File: config.mk
export PLATFORM = sky130hd
export DESIGN_NAME = fir_tap_sequencer_flat
export DESIGN_NICKNAME = d
export VERILOG_FILES = /design/src/rtl/fir_tap_sequencer_pkg.sv /design/src/rtl/fir_tap_sequencer_if.sv /design/src/rtl/fir_coef_regfile.sv /design/src/rtl/fir_tap_sequencer.sv /design/src/flat_wrapper.sv
export SDC_FILE = /design/constraint.sdc
export NUM_CORES = 1
export LEC_CHECK = 0
export CAP_MARGIN = 20
export CORE_ASPECT_RATIO = 1.25
export CORE_MARGIN = 2
export CORE_UTILIZATION = 61
export CTS_CLUSTER_DIAMETER = 150
export CTS_CLUSTER_SIZE = 10
export DETAILED_ROUTE_END_ITERATION = 7
export PLACE_DENSITY = 0.79
export SYNTH_ARGS = -nofsm -noshare
export SYNTH_HDL_FRONTEND = slang
export SYNTH_SLANG_ARGS = --single-unit
File: constraint.sdc
create_clock -name clk -period 7.4 [get_ports clk]
set_clock_uncertainty 0.2 [all_clocks]
set_input_delay 0.74 -clock clk [delete_from_list [all_inputs] [get_ports clk]]
set_output_delay 0.74 -clock clk [all_outputs]
set_load 0.02 [all_outputs]
File: src/rtl/fir_tap_sequencer_pkg.sv
// Shared width derivations and sequencer state encoding for the FIR tap sequencer.
package fir_tap_sequencer_pkg;

   function automatic int calc_aw(input int taps);
      return $clog2(taps);
   endfunction

   function automatic int calc_pw(input int n, input int cw);
      return n + cw;
   endfunction

   // One guard bit per doubling of TAPS keeps a full-scale sum from wrapping.
   function automatic int calc_acc_w(input int n, input int cw, input int taps);
      return n + cw + $clog2(taps);
   endfunction

   typedef enum logic [1:0] {
      IDLE  = 2'd0,
      SWEEP = 2'd1,
      DRAIN = 2'd2,
      HOLD  = 2'd3
   } state_t;

endpackage

File: src/rtl/fir_tap_sequencer_if.sv
// Sample, result, coefficient and delay-line signals of the FIR tap sequencer.
interface fir_tap_sequencer_if import fir_tap_sequencer_pkg::*; #(
   parameter int N    = 8,
   parameter int TAPS = 16,
   parameter int CW   = 8
);
   localparam int AW    = calc_aw(TAPS);
   localparam int ACC_W = calc_acc_w(N, CW, TAPS);

   logic                    in_valid;
   logic signed [N-1:0]     in_data;
   logic                    in_ready;
   logic                    coef_we;
   logic [AW-1:0]           coef_addr;
   logic signed [CW-1:0]    coef_data;
   logic                    asr_enable;
   logic signed [N-1:0]     asr_q;
   logic [AW-1:0]           asr_addr;
   logic signed [N-1:0]     asr_dataout;
   logic                    out_valid;
   logic signed [ACC_W-1:0] out_data;
   logic                    out_ready;

   modport master (
      output in_valid, in_data, coef_we, coef_addr, coef_data, asr_dataout, out_ready,
      input  in_ready, asr_enable, asr_q, asr_addr, out_valid, out_data
   );

   modport slave (
      input  in_valid, in_data, coef_we, coef_addr, coef_data, asr_dataout, out_ready,
      output in_ready, asr_enable, asr_q, asr_addr, out_valid, out_data
   );

endinterface

File: src/rtl/fir_coef_regfile.sv
// Coefficient storage: one synchronous write port, one combinational read port.
module fir_coef_regfile #(
   parameter int TAPS = 16,
   parameter int CW   = 8,
   parameter int AW   = $clog2(TAPS)
) (
   input  logic                 clk,
   input  logic                 reset,
   input  logic                 we,
   input  logic [AW-1:0]        waddr,
   input  logic signed [CW-1:0] wdata,
   input  logic [AW-1:0]        raddr,
   output logic signed [CW-1:0] rdata
);

   logic signed [CW-1:0] mem [TAPS];

   always_ff @(posedge clk) begin
      if (reset) begin
         for (int i = 0; i < TAPS; i++) mem[i] <= '0;
      end else if (we) begin
         mem[waddr] <= wdata;
      end
   end

   // Read sees the pre-write value when the same entry is written this cycle.
   assign rdata = mem[raddr];

endmodule

File: src/rtl/fir_tap_sequencer.sv
// Sequences one delay-line sweep per accepted sample and accumulates the FIR result.
//
// state | meaning
// IDLE  | ready for a new sample; accept shifts the delay line
// SWEEP | TAPS cycles reading tap k and capturing tap*coef products
// DRAIN | adds the final product, loads the result register
// HOLD  | result offered until out_ready
module fir_tap_sequencer import fir_tap_sequencer_pkg::*; #(
   parameter int N    = 8,
   parameter int TAPS = 16,
   parameter int CW   = 8
) (
   input  logic                clk,
   input  logic                reset,
   fir_tap_sequencer_if.slave  bus
);

   localparam int AW    = calc_aw(TAPS);
   localparam int PW    = calc_pw(N, CW);
   localparam int ACC_W = calc_acc_w(N, CW, TAPS);

   state_t                  state;
   logic [AW-1:0]           addr;
   logic signed [PW-1:0]    p;
   logic                    p_valid;
   logic signed [ACC_W-1:0] acc;
   logic signed [ACC_W-1:0] acc_sum;
   logic                    out_valid_q;
   logic signed [ACC_W-1:0] out_data_q;
   logic signed [CW-1:0]    coef_rd;
   logic signed [PW-1:0]    samp_ext;
   logic signed [PW-1:0]    coef_ext;
   logic signed [PW-1:0]    prod;
   logic                    accept;

   fir_coef_regfile #(
      .TAPS (TAPS),
      .CW   (CW),
      .AW   (AW)
   ) u_coef (
      .clk   (clk),
      .reset (reset),
      .we    (bus.coef_we),
      .waddr (bus.coef_addr),
      .wdata (bus.coef_data),
      .raddr (addr),
      .rdata (coef_rd)
   );

   // Reset gating keeps the strobes quiet during the reset cycle itself.
   assign bus.in_ready   = (state == IDLE) && !reset;
   assign accept         = bus.in_valid && bus.in_ready;
   assign bus.asr_enable = accept;
   assign bus.asr_q      = bus.in_data;
   assign bus.asr_addr   = (state == SWEEP && !reset) ? addr : '0;
   assign bus.out_valid  = out_valid_q;
   assign bus.out_data   = out_data_q;

   // Both operands sign-extended to PW so the truncated product is exact.
   assign samp_ext = {{CW{bus.asr_dataout[N-1]}}, bus.asr_dataout};
   assign coef_ext = {{N{coef_rd[CW-1]}}, coef_rd};
   assign prod     = samp_ext * coef_ext;
   assign acc_sum  = acc + {{AW{p[PW-1]}}, p};

   always_ff @(posedge clk) begin
      if (reset) begin
         state       <= IDLE;
         addr        <= '0;
         p           <= '0;
         p_valid     <= 1'b0;
         acc         <= '0;
         out_valid_q <= 1'b0;
         out_data_q  <= '0;
      end else begin
         p_valid <= (state == SWEEP);
         if (state == SWEEP) p <= prod;
         if (p_valid) acc <= acc_sum;
         case (state)
            IDLE: begin
               if (accept) begin
                  state <= SWEEP;
                  addr  <= '0;
                  acc   <= '0;
               end
            end
            SWEEP: begin
               // addr wraps back to 0 on the last tap since TAPS is a power of two.
               addr <= addr + AW'(1);
               if (addr == AW'(TAPS - 1)) state <= DRAIN;
            end
            DRAIN: begin
               state       <= HOLD;
               out_valid_q <= 1'b1;
               out_data_q  <= acc_sum;
            end
            HOLD: begin
               if (bus.out_ready) begin
                  state       <= IDLE;
                  out_valid_q <= 1'b0;
               end
            end
            default: state <= IDLE;
         endcase
      end
   end

endmodule

File: src/flat_wrapper.sv
// flat-port wrapper written by rule: the top's interface ports become plain ports
module fir_tap_sequencer_flat import fir_tap_sequencer_pkg::*;
#(
   parameter int N    = 8,
   parameter int TAPS = 16,
   parameter int CW   = 8
)
  (clk, reset, bus_in_valid, bus_in_data, bus_coef_we, bus_coef_addr, bus_coef_data, bus_asr_dataout, bus_out_ready, bus_in_ready, bus_asr_enable, bus_asr_q, bus_asr_addr, bus_out_valid, bus_out_data);
  fir_tap_sequencer_if #(.N(N), .TAPS(TAPS), .CW(CW)) bus_i ();
  input  logic clk;
  input  logic reset;
  input wire logic [$bits(bus_i.in_valid)-1:0] bus_in_valid;
  input wire logic [$bits(bus_i.in_data)-1:0] bus_in_data;
  input wire logic [$bits(bus_i.coef_we)-1:0] bus_coef_we;
  input wire logic [$bits(bus_i.coef_addr)-1:0] bus_coef_addr;
  input wire logic [$bits(bus_i.coef_data)-1:0] bus_coef_data;
  input wire logic [$bits(bus_i.asr_dataout)-1:0] bus_asr_dataout;
  input wire logic [$bits(bus_i.out_ready)-1:0] bus_out_ready;
  output wire logic [$bits(bus_i.in_ready)-1:0] bus_in_ready;
  output wire logic [$bits(bus_i.asr_enable)-1:0] bus_asr_enable;
  output wire logic [$bits(bus_i.asr_q)-1:0] bus_asr_q;
  output wire logic [$bits(bus_i.asr_addr)-1:0] bus_asr_addr;
  output wire logic [$bits(bus_i.out_valid)-1:0] bus_out_valid;
  output wire logic [$bits(bus_i.out_data)-1:0] bus_out_data;
  assign bus_i.in_valid = bus_in_valid;
  assign bus_i.in_data = bus_in_data;
  assign bus_i.coef_we = bus_coef_we;
  assign bus_i.coef_addr = bus_coef_addr;
  assign bus_i.coef_data = bus_coef_data;
  assign bus_i.asr_dataout = bus_asr_dataout;
  assign bus_i.out_ready = bus_out_ready;
  assign bus_in_ready = bus_i.in_ready;
  assign bus_asr_enable = bus_i.asr_enable;
  assign bus_asr_q = bus_i.asr_q;
  assign bus_asr_addr = bus_i.asr_addr;
  assign bus_out_valid = bus_i.out_valid;
  assign bus_out_data = bus_i.out_data;
  fir_tap_sequencer #(.N(N), .TAPS(TAPS), .CW(CW)) u_core (.clk(clk), .reset(reset), .bus(bus_i));
endmodule
### Word-level counts from Yosys, hierarchy flattened

Memory sizes are Yosys's and may differ from the RTL's. A register that Yosys moved wholly into a read port is not among the register bits.
Index checks and enable logic that the tools add are counted.

| storage, ports and cells | value |
|---|---|
| register bits | 64 |
| latch bits | 0 |
| memory bits (writable) | 128 |
| ROM bits | 0 |
| input port bits | 33 |
| output and inout port bits | 35 |
| logic and storage cells | 51 |
| memories kept | 1 |

| operators by class | value |
|---|---|
| add/subtract/negate cells | 2 |
| multiply operators | 1 |
| div/mod/pow operators | 0 |
| order comparisons | 0 |
| equal/unequal tests | 7 |
| shift operators | 0 |
| multiplexer cells | 22 |
| bitwise logic cells | 0 |
| reduce and logical (&&, ||, !) cells | 11 |

Memories:

| name | words | bits a word | rd ports | clocked after Yosys merged registers in | wr ports | RTL line | RTL |
|---|---|---|---|---|---|---|---|
| u_core.u_coef.mem | 16 | 8 | 1 | 1 | 16 | fir_coef_regfile.sv:16 | `logic signed [CW-1:0] mem [TAPS];` |

Operator list:

| kind | number |
|---|---|
| 2-to-1 mux 20 bit | 3 |
| adder 20 bit | 1 |
| 2-to-1 mux 4 bit | 5 |
| multiplier 8 x 8 -> 16 bit | 1 |
| 2-to-1 mux 8 bit | 1 |
| case mux 2 bit (4 select lines) | 1 |
| case mux 4 bit (2 select lines) | 1 |
| OR reduction 8 bit | 1 |
| 2-to-1 mux 1 bit | 7 |
| 2-to-1 mux 2 bit | 3 |
| inequality test 2 bit, second input constant | 3 |
| adder 4 x 1 -> 4 bit, second input constant | 1 |
| equality test 2 bit, second input constant | 2 |
| equality test 4 bit, second input constant | 1 |
| AND reduction 2 bit | 2 |
| nonzero test 2 bit | 2 |
| logical AND 1 bit | 3 |
| AND reduction 3 bit | 1 |
| equality test 2 x 1 -> 1 bit, second input constant | 1 |
| logical NOT 2 bit | 1 |
| case mux 1 bit (2 select lines) | 1 |
| logical NOT 1 bit | 1 |

### Longest topological paths before layout

Gate-level depths: netlist of the first run.

| depth | value |
|---|---|
| depth in word-level cells | 7 |
| depth in mapped cells | 22 |
| gate-level depth less buffers | 19 |

### Hierarchy

From an unflattened synthesis of the first run, not the netlist that was laid out.

| second synthesis, totals | value |
|---|---|
| cells, all modules | 1021 |
| area, all modules | 11687.5 µm² |

By module, submodules not included:

| module | instances | cells an instance | area each (µm²) | sequential area each (µm²) |
|---|---|---|---|---|
| fir_coef_regfile | 1 | 375 | 5861.9 | 3843.7 |
| fir_tap_sequencer | 1 | 646 | 5825.6 | 1281.2 |

### Worst setup path before layout of the first run

Ideal clock, no wire load.

| timing | value |
|---|---|
| path kind | register to register |
| start | register with a tool-made name |
| end | register u_core.p[13] |
| setup time | 0.122 ns |
| data arrival time | 5.562 ns |
| data required time | 7.078 ns |
| setup slack | 1.516 ns |
| cell stages (with the launch flop) | 21 |
| path buffers | 2 |
| clock period less this slack | 5.884 ns |
| path through | dfxtp_1 buf_6 buf_2 mux4_2 mux4_2 and2_1 fa_1 inv_1 fa_1 inv_1 fa_1 inv_1 fa_1 inv_1 ha_1 o21ai_0 o21ai_0 nand2_1 a211o_1 and4_1 a311o_1 |

RTL lines:

| element | RTL line | RTL |
|---|---|---|
| end signal: assignment | fir_tap_sequencer.sv:76 | `if (state == SWEEP) p <= prod;` |
| end: declaration | fir_tap_sequencer.sv:24 | `logic signed [PW-1:0] p;` |

==> flow_metrics.env, run 1 <==
export IMPL_status="finished clean"
export IMPL_hpwl_um=20500
export IMPL_fmax_mhz=157
export IMPL_grt_ovfl_total=0
export IMPL_cts_root_buf="clkbuf_16"
export IMPL_drc=0
export IMPL_clock_sinks=196
export IMPL_ant_nets=0
export IMPL_io_buffers=51
export IMPL_synthCells=1126
export IMPL_dr_pass1_iters=5
export IMPL_path_delay_family="adder cells"
export IMPL_endpoint="u_core.p[13]$_SDFFE_PP0P_"
export IMPL_hold_violations=0
export IMPL_crit_type="flip-flop to flip-flop"
export IMPL_cts_tree="yes"
export IMPL_tns_ps=0
export IMPL_fillerInstances=1489
export IMPL_multi_input_area_um2=6470
export IMPL_synth_seq_cells=196
export IMPL_syn_cell_area_um2=12300
export IMPL_finalCriticalPeriod_ps=6380
export IMPL_drt_wl_total_um=28000
export IMPL_seq_area_um2=5210
export IMPL_h_tree_depth=4
export IMPL_final_nets=1301
export IMPL_pwr_share_clk_pct=19.0
export IMPL_cp_cell_sequence="buf_4 > mux4_1 > mux4_2 > and2_1 > fa_1 > inv_1 > fa_1 > inv_1 > fa_1 > inv_1 > fa_1 > inv_1 > ha_1 > o21ai_0 > o21ai_0 > nand2_1 > a211o_1 > and4_1 > a311o_1"
export IMPL_startpoint_type="flip-flop"
export IMPL_crit_arrival_ps=6510
export IMPL_regToRegSetupSlack_ps=1020
export IMPL_insertion_delay_ps=440
export IMPL_synth_top_area_cell="edfxtp_1"
export IMPL_ys_types=69
export IMPL_grt_total_usage_pct=27.3
export IMPL_antenna_cells=0
export IMPL_synthMuxAreaShare_pct=9.56
export IMPL_initial_core_util_pct=61.8
export IMPL_hold_path_class="flip-flop to flip-flop"
export IMPL_cp_num_cells=19
export IMPL_yosys_area_top_type_share_pct=31.2
export IMPL_cts_buffer_depth=2
export IMPL_synth_area_top_cells="edfxtp_1 31%, dfxtp_1 11%, fa_1 9.1%, and2_1 8.6%, mux4_2 5.7%"
export IMPL_endpoint_kind="flip-flop"
export IMPL_synth_xor_area_share_pct=1.07
export IMPL_cp_data_required_time_ps=7530
export IMPL_p_sw_mw=1.91
export IMPL_synth_top_family_by_area="simple AND/OR/NAND/NOR gates"
export IMPL_fin_cells=1440
export IMPL_swShare_pct=40.7
export IMPL_viasPerCell=6.00
export IMPL_synth_compound_area_share_pct=8.59
export IMPL_ys_warn_count=0
export IMPL_reg2reg_to="u_core.p[13]$_SDFFE_PP0P_"
export IMPL_synthSimpleGateAreaFrac_pct=18.7
export IMPL_p_leak_nw=5.16
export IMPL_drv_cap=0
export IMPL_p_seq_share_pct=27.8
export IMPL_ioPinCount=68
export IMPL_intPower_mw=2.79
export IMPL_crit_fanout=32
export IMPL_cts_inserted_buffers=17
export IMPL_synth_flop_cell="edfxtp_1"
export IMPL_synthArstFlopShare_pct=0
export IMPL_synth_edf_count=128
export IMPL_rsz0062_at_grt="false"
export IMPL_postCtsSetupBuffers=0
export IMPL_fin_crit_sh_pct=86.3
export IMPL_worst_pin_slew_ps=979
export IMPL_die_area_um2=21400
export IMPL_critPathBufInv=5
export IMPL_num_rows=58
export IMPL_ctsResizeCount=0
export IMPL_grt_pass1_vias=8677
export IMPL_drive_above_1_share_pct=8.72
export IMPL_ir_drop_mv=0.249
export IMPL_grt_max_degree=68
export IMPL_dieHeight_um=163
export IMPL_dp_cells=1404
export IMPL_syn_nets=1269
export IMPL_num_vias=8647
export IMPL_cpMaxStageDelayCell="mux4_1"
export IMPL_gp_congestion=0.895
export IMPL_synthTopCellsByCount="169 x and2_1, 128 x edfxtp_1, 96 x inv_1"
export IMPL_synth_adder_area_share_pct=14.6
export IMPL_die_width_um=131
export IMPL_wl_per_cell_um=19.4
export IMPL_r2r_cells=19
export IMPL_drtIter0Drc=850
export IMPL_setup_viol=0
export IMPL_antenna_found_initial=0
export IMPL_postSynthAreaPerCell_um2=11.0
export IMPL_comb_power_share_pct=53.2
export IMPL_max_slew_margin_pct=34.1
export IMPL_hold_buffers=0
export IMPL_clk_pin_slew_ps=70
export IMPL_power_density_nw_per_um2=346
export IMPL_synth_most_common_cell="and2_1"
export IMPL_yosysSeqAreaShare_pct=42.2
export IMPL_slew_viol_final=0
export IMPL_slowest_delay_ps=630
export IMPL_core_um2=20000
export IMPL_syn2layout_area_growth_pct=10.2
export IMPL_grt_pass1_wl_um=44800
[metal layers]
layer	global-route usage [%]	vias to the layer above	wire length [um]
met4	13.3	0	1100
li1	-	4028	-
met2	49.7	281	14900
met1	31.3	4267	10600
met5	0	-	0
met3	4.61	71	1410
[worst register-to-register path, stage by stage (launching register included)]
cell     delay (ps)
dfxtp_2         310
buf_4           480
mux4_1          650
mux4_2          580
and2_1          240
fa_1            540
inv_1            60
fa_1            530
inv_1            50
fa_1            470
inv_1            50
fa_1            530
inv_1            40
ha_1            290
o21ai_0         130
o21ai_0         260
nand2_1          90
a211o_1         300
and4_1          210
a311o_1         260
[power by group through the flow]
stage | Clock (mW) | Combinational, mW | Sequential (mW)
final | 0.892 | 2.50 | 1.31
after global routing | 0.944 | 2.81 | 1.31
after CTS | 0.898 | 2.53 | 1.31
after detailed placement | 0 | 2.51 | 1.33
after global placement | 0 | 2.45 | 1.33
after floorplan | 0 | 1.95 | 1.31
[final cells by class]
cell class / count / share of cell area (%)
clock buffers: 19 / 3.19
clock inverters: 12 / 0.893
inverters: 98 / 2.71
repair buffers: 72 / 4.79
well taps: 270 / 2.49
multi-input cells: 773 / 47.6
flip-flops and latches: 196 / 38.3
[metrics by stage]
stage          power, mW  setup WS [ps]  area, um2  util, %  hold WS [ps]
2_1_floorplan       3.26           1520      12300        -           245
3_3_place_gp        3.77           1120      13000     65.1           257
3_5_place_dp        3.84           1030      13000     65.2           266
5_1_grt             5.07            747      13600     68.1           304
6_report            4.70           1020      13600     68.1           275
4_1_cts             4.73           1010      13600     67.9           278
[cells in the final DEF, fill, tap and decap left out, drive strengths merged, types with 14 or more instances in the layout]
cell and n:
o21ai 46, nor2 68, xnor2 14, mux4 39
and2 174, clkdlybuf4s50 50, fa 56, edfxtp 128
ha 54, nand3 32, mux2i 26, nor3 21
buf 20, clkbuf 21, a21oi 33, inv 101
dfxtp 68, nand2 54
[sequential cells by signal, summed over array words and instances, names as in the netlist, named ones only]
name and flops:
u_core.bus.out_data 20, u_core.u_coef.mem 128, u_core.bus.out_valid 1, u_core.acc 20
u_core.addr 4, u_core.p 16, u_core.p_valid 1, u_core.state 2
[how the worst min path moves through the flow]
stage / from / endpoint / slack, ps / cells past startpoint
final: u_core.p[8]$_SDFFE_PP0P_ / u_core.p[8]$_SDFFE_PP0P_ / 280 / 2
after global routing: u_core.bus.out_data[19]$_SDFFE_PP0P_ / u_core.bus.out_data[19]$_SDFFE_PP0P_ / 300 / 2
after CTS: u_core.bus.out_data[10]$_SDFFE_PP0P_ / u_core.bus.out_data[10]$_SDFFE_PP0P_ / 280 / 2
after detailed placement: u_core.bus.out_data[10]$_SDFFE_PP0P_ / u_core.bus.out_data[10]$_SDFFE_PP0P_ / 270 / 2
after global placement: u_core.acc[10]$_SDFF_PP0_ / u_core.acc[10]$_SDFF_PP0_ / 260 / 2
after floorplan: u_core.p[8]$_SDFFE_PP0P_ / u_core.p[8]$_SDFFE_PP0P_ / 240 / 2
[cells by family after synthesis]
logic type / Yosys count
flip-flops: 196
multiplexers: 66
AO/OA/AOI/OAI: 161
buffers and inverters: 157
adder cells (fa/ha/maj): 110
AND/OR/NAND/NOR: 421
XOR/XNOR: 15
Note: power is estimated with default switching activity, not from simulation.
==> run 2, diff against run 1 <==
SLEW_MARGIN = 20   (was default)
==> run 2 against run 1 <==
Effect of this change: setup slack got worse by 6.2 ps; combinational power barely moved; total power rose by 0.40%; first-iteration DRC count rose by 3.4%; routed wire length rose by 0.48%; largest cell class unchanged.
==> flow_metrics.env, run 2 (same netlist as run 1, synthesis figures left out) <==
export IMPL_status="finished clean"
export IMPL_finalPower_mw=4.72
export IMPL_grt_ovfl_total=0
export IMPL_startpoint_type="flip-flop"
export IMPL_grt_max_degree=68
export IMPL_cts_tree="yes"
export IMPL_ioPinCount=68
export IMPL_seq_area_um2=5210
export IMPL_hpwl_um=20500
export IMPL_antenna_found_initial=0
export IMPL_die_area_um2=21400
export IMPL_wl_per_cell_um=19.6
export IMPL_endpoint_kind="flip-flop"
export IMPL_io_buffers=51
export IMPL_core_um2=20000
export IMPL_tns_ps=0
export IMPL_swShare_pct=40.8
export IMPL_fmax_mhz=156
export IMPL_slew_viol_final=0
export IMPL_pwr_share_clk_pct=19.2
export IMPL_crit_arrival_ps=6510
export IMPL_num_vias=8615
export IMPL_h_tree_depth=4
export IMPL_postCtsSetupBuffers=0
export IMPL_antenna_cells=0
export IMPL_p_seq_share_pct=27.7
export IMPL_drv_cap=0
export IMPL_initial_core_util_pct=61.8
export IMPL_largest_reg_flops=128
export IMPL_fin_crit_sh_pct=86.4
export IMPL_cp_data_required_time_ps=7520
export IMPL_grt_total_usage_pct=27.5
export IMPL_p_leak_nw=5.13
export IMPL_drtIter0Drc=879
export IMPL_hold_buffers=0
export IMPL_hold_violations=0
export IMPL_hp_start="u_core.p[0]$_SDFFE_PP0P_"
export IMPL_regMostFlops="u_core.u_coef.mem"
export IMPL_finalCriticalPeriod_ps=6390
export IMPL_setup_viol=0
export IMPL_final_common_cell="and2_1"
export IMPL_die_width_um=131
export IMPL_clk_pin_slew_ps=70
export IMPL_syn2layout_area_growth_pct=9.94
export IMPL_ir_drop_mv=0.273
export IMPL_final_nets=1294
export IMPL_gp_congestion=0.895
export IMPL_viasPerCell=6.01
export IMPL_crit_type="flip-flop to flip-flop"
export IMPL_hold_path_class="flip-flop to flip-flop"
export IMPL_drc=0
export IMPL_grt_pass1_vias=8591
export IMPL_p_sw_mw=1.92
export IMPL_place_area_um2=13000
export IMPL_drt_wl_total_um=28100
export IMPL_insertion_delay_ps=440
export IMPL_final_area_um2=13600
export IMPL_worst_slack_ps=1010
export IMPL_cts_inserted_buffers=17
export IMPL_drive_above_1_share_pct=8.08
export IMPL_fillerInstances=1512
export IMPL_worst_pin_slew_ps=985
export IMPL_grt_pass1_wl_um=45100
export IMPL_ant_nets=0
export IMPL_num_rows=58
export IMPL_rsz0062_at_grt="false"
export IMPL_crit_fanout=32
export IMPL_power_density_nw_per_um2=348
export IMPL_dp_cells=1402
export IMPL_multi_input_area_um2=6470
export IMPL_cts_root_buf="clkbuf_16"
export IMPL_pre_cts_slack_ps=1040
export IMPL_clock_sinks=196
export IMPL_ctsResizeCount=0
export IMPL_intPower_mw=2.79
export IMPL_max_slew_margin_pct=33.6
export IMPL_dieHeight_um=163
export IMPL_most_common_layout_cells="169 x and2_1, 128 x edfxtp_1, 96 x inv_1, 68 x nor2_1, 67 x dfxtp_1"
export IMPL_fin_cells=1434
export IMPL_comb_power_share_pct=53.1
export IMPL_cts_buffer_depth=2
export IMPL_dr_pass1_iters=7
-- run 2: cell count changes in the layout (fill, tap and decap cells not counted), sizes merged --
| cell | delta |
|---|---|
| buf | -5 |
| clkinv | -2 |
| clkinvlp | +1 |
| inv | +3 |
| clkbuf | -3 |
-- run 2: cell type report --
class	instances	area share [%]
multi-input combinational	773	47.7
timing repair buffer	65	4.50
tap	270	2.49
clock inverter	14	1.02
inverter	98	2.71
sequential	196	38.4
clock buffer	18	3.16
-- run 2: metal layers --
metal | GRT usage [%] | routed length, um | up-vias
met5 | 0 | 0 | -
met4 | 10.6 | 945 | 0
met1 | 32.2 | 10700 | 4237
met3 | 4.23 | 1410 | 61
li1 | - | - | 4018
met2 | 50.9 | 15100 | 299
-- run 2: final timing paths --
path	slack [ps]	end	depth (start not counted)
worst max-delay path	1010	u_core.p[13]$_SDFFE_PP0P_	19
worst min-delay path	280	u_core.p[0]$_SDFFE_PP0P_	2
worst max register to register	1010	u_core.p[13]$_SDFFE_PP0P_	19
worst min register to register	280	u_core.p[0]$_SDFFE_PP0P_	2
-- run 2: stage by stage --
step / hold WS (ps) / utilization (%)
3_5_place_dp: 266 / 65.1
3_3_place_gp: 257 / 65.1
5_1_grt: 293 / 68.0
6_report: 276 / 68.0
2_1_floorplan: 245 / -
4_1_cts: 278 / 68.0
-- run 2: power groups by stage --
stage / clock network [mW] / logic (mW) / registers, mW
global route: 0.959 / 2.82 / 1.31
global placement: 0 / 2.45 / 1.33
finish: 0.907 / 2.50 / 1.31
detailed placement: 0 / 2.51 / 1.33
floorplan: 0 / 1.95 / 1.31
CTS: 0.915 / 2.52 / 1.31
-- run 2: worst max-delay path, cell delays in order (launching register included) --
cell	delay, ps
dfxtp_2	310
buf_4	490
mux4_1	610
mux4_2	580
and2_1	230
fa_1	540
inv_1	60
fa_1	530
inv_1	50
fa_1	470
inv_1	50
fa_1	530
inv_1	40
ha_1	290
o21ai_0	130
o21ai_0	260
nand2_1	100
a211o_1	300
and4_1	220
a311o_1	260
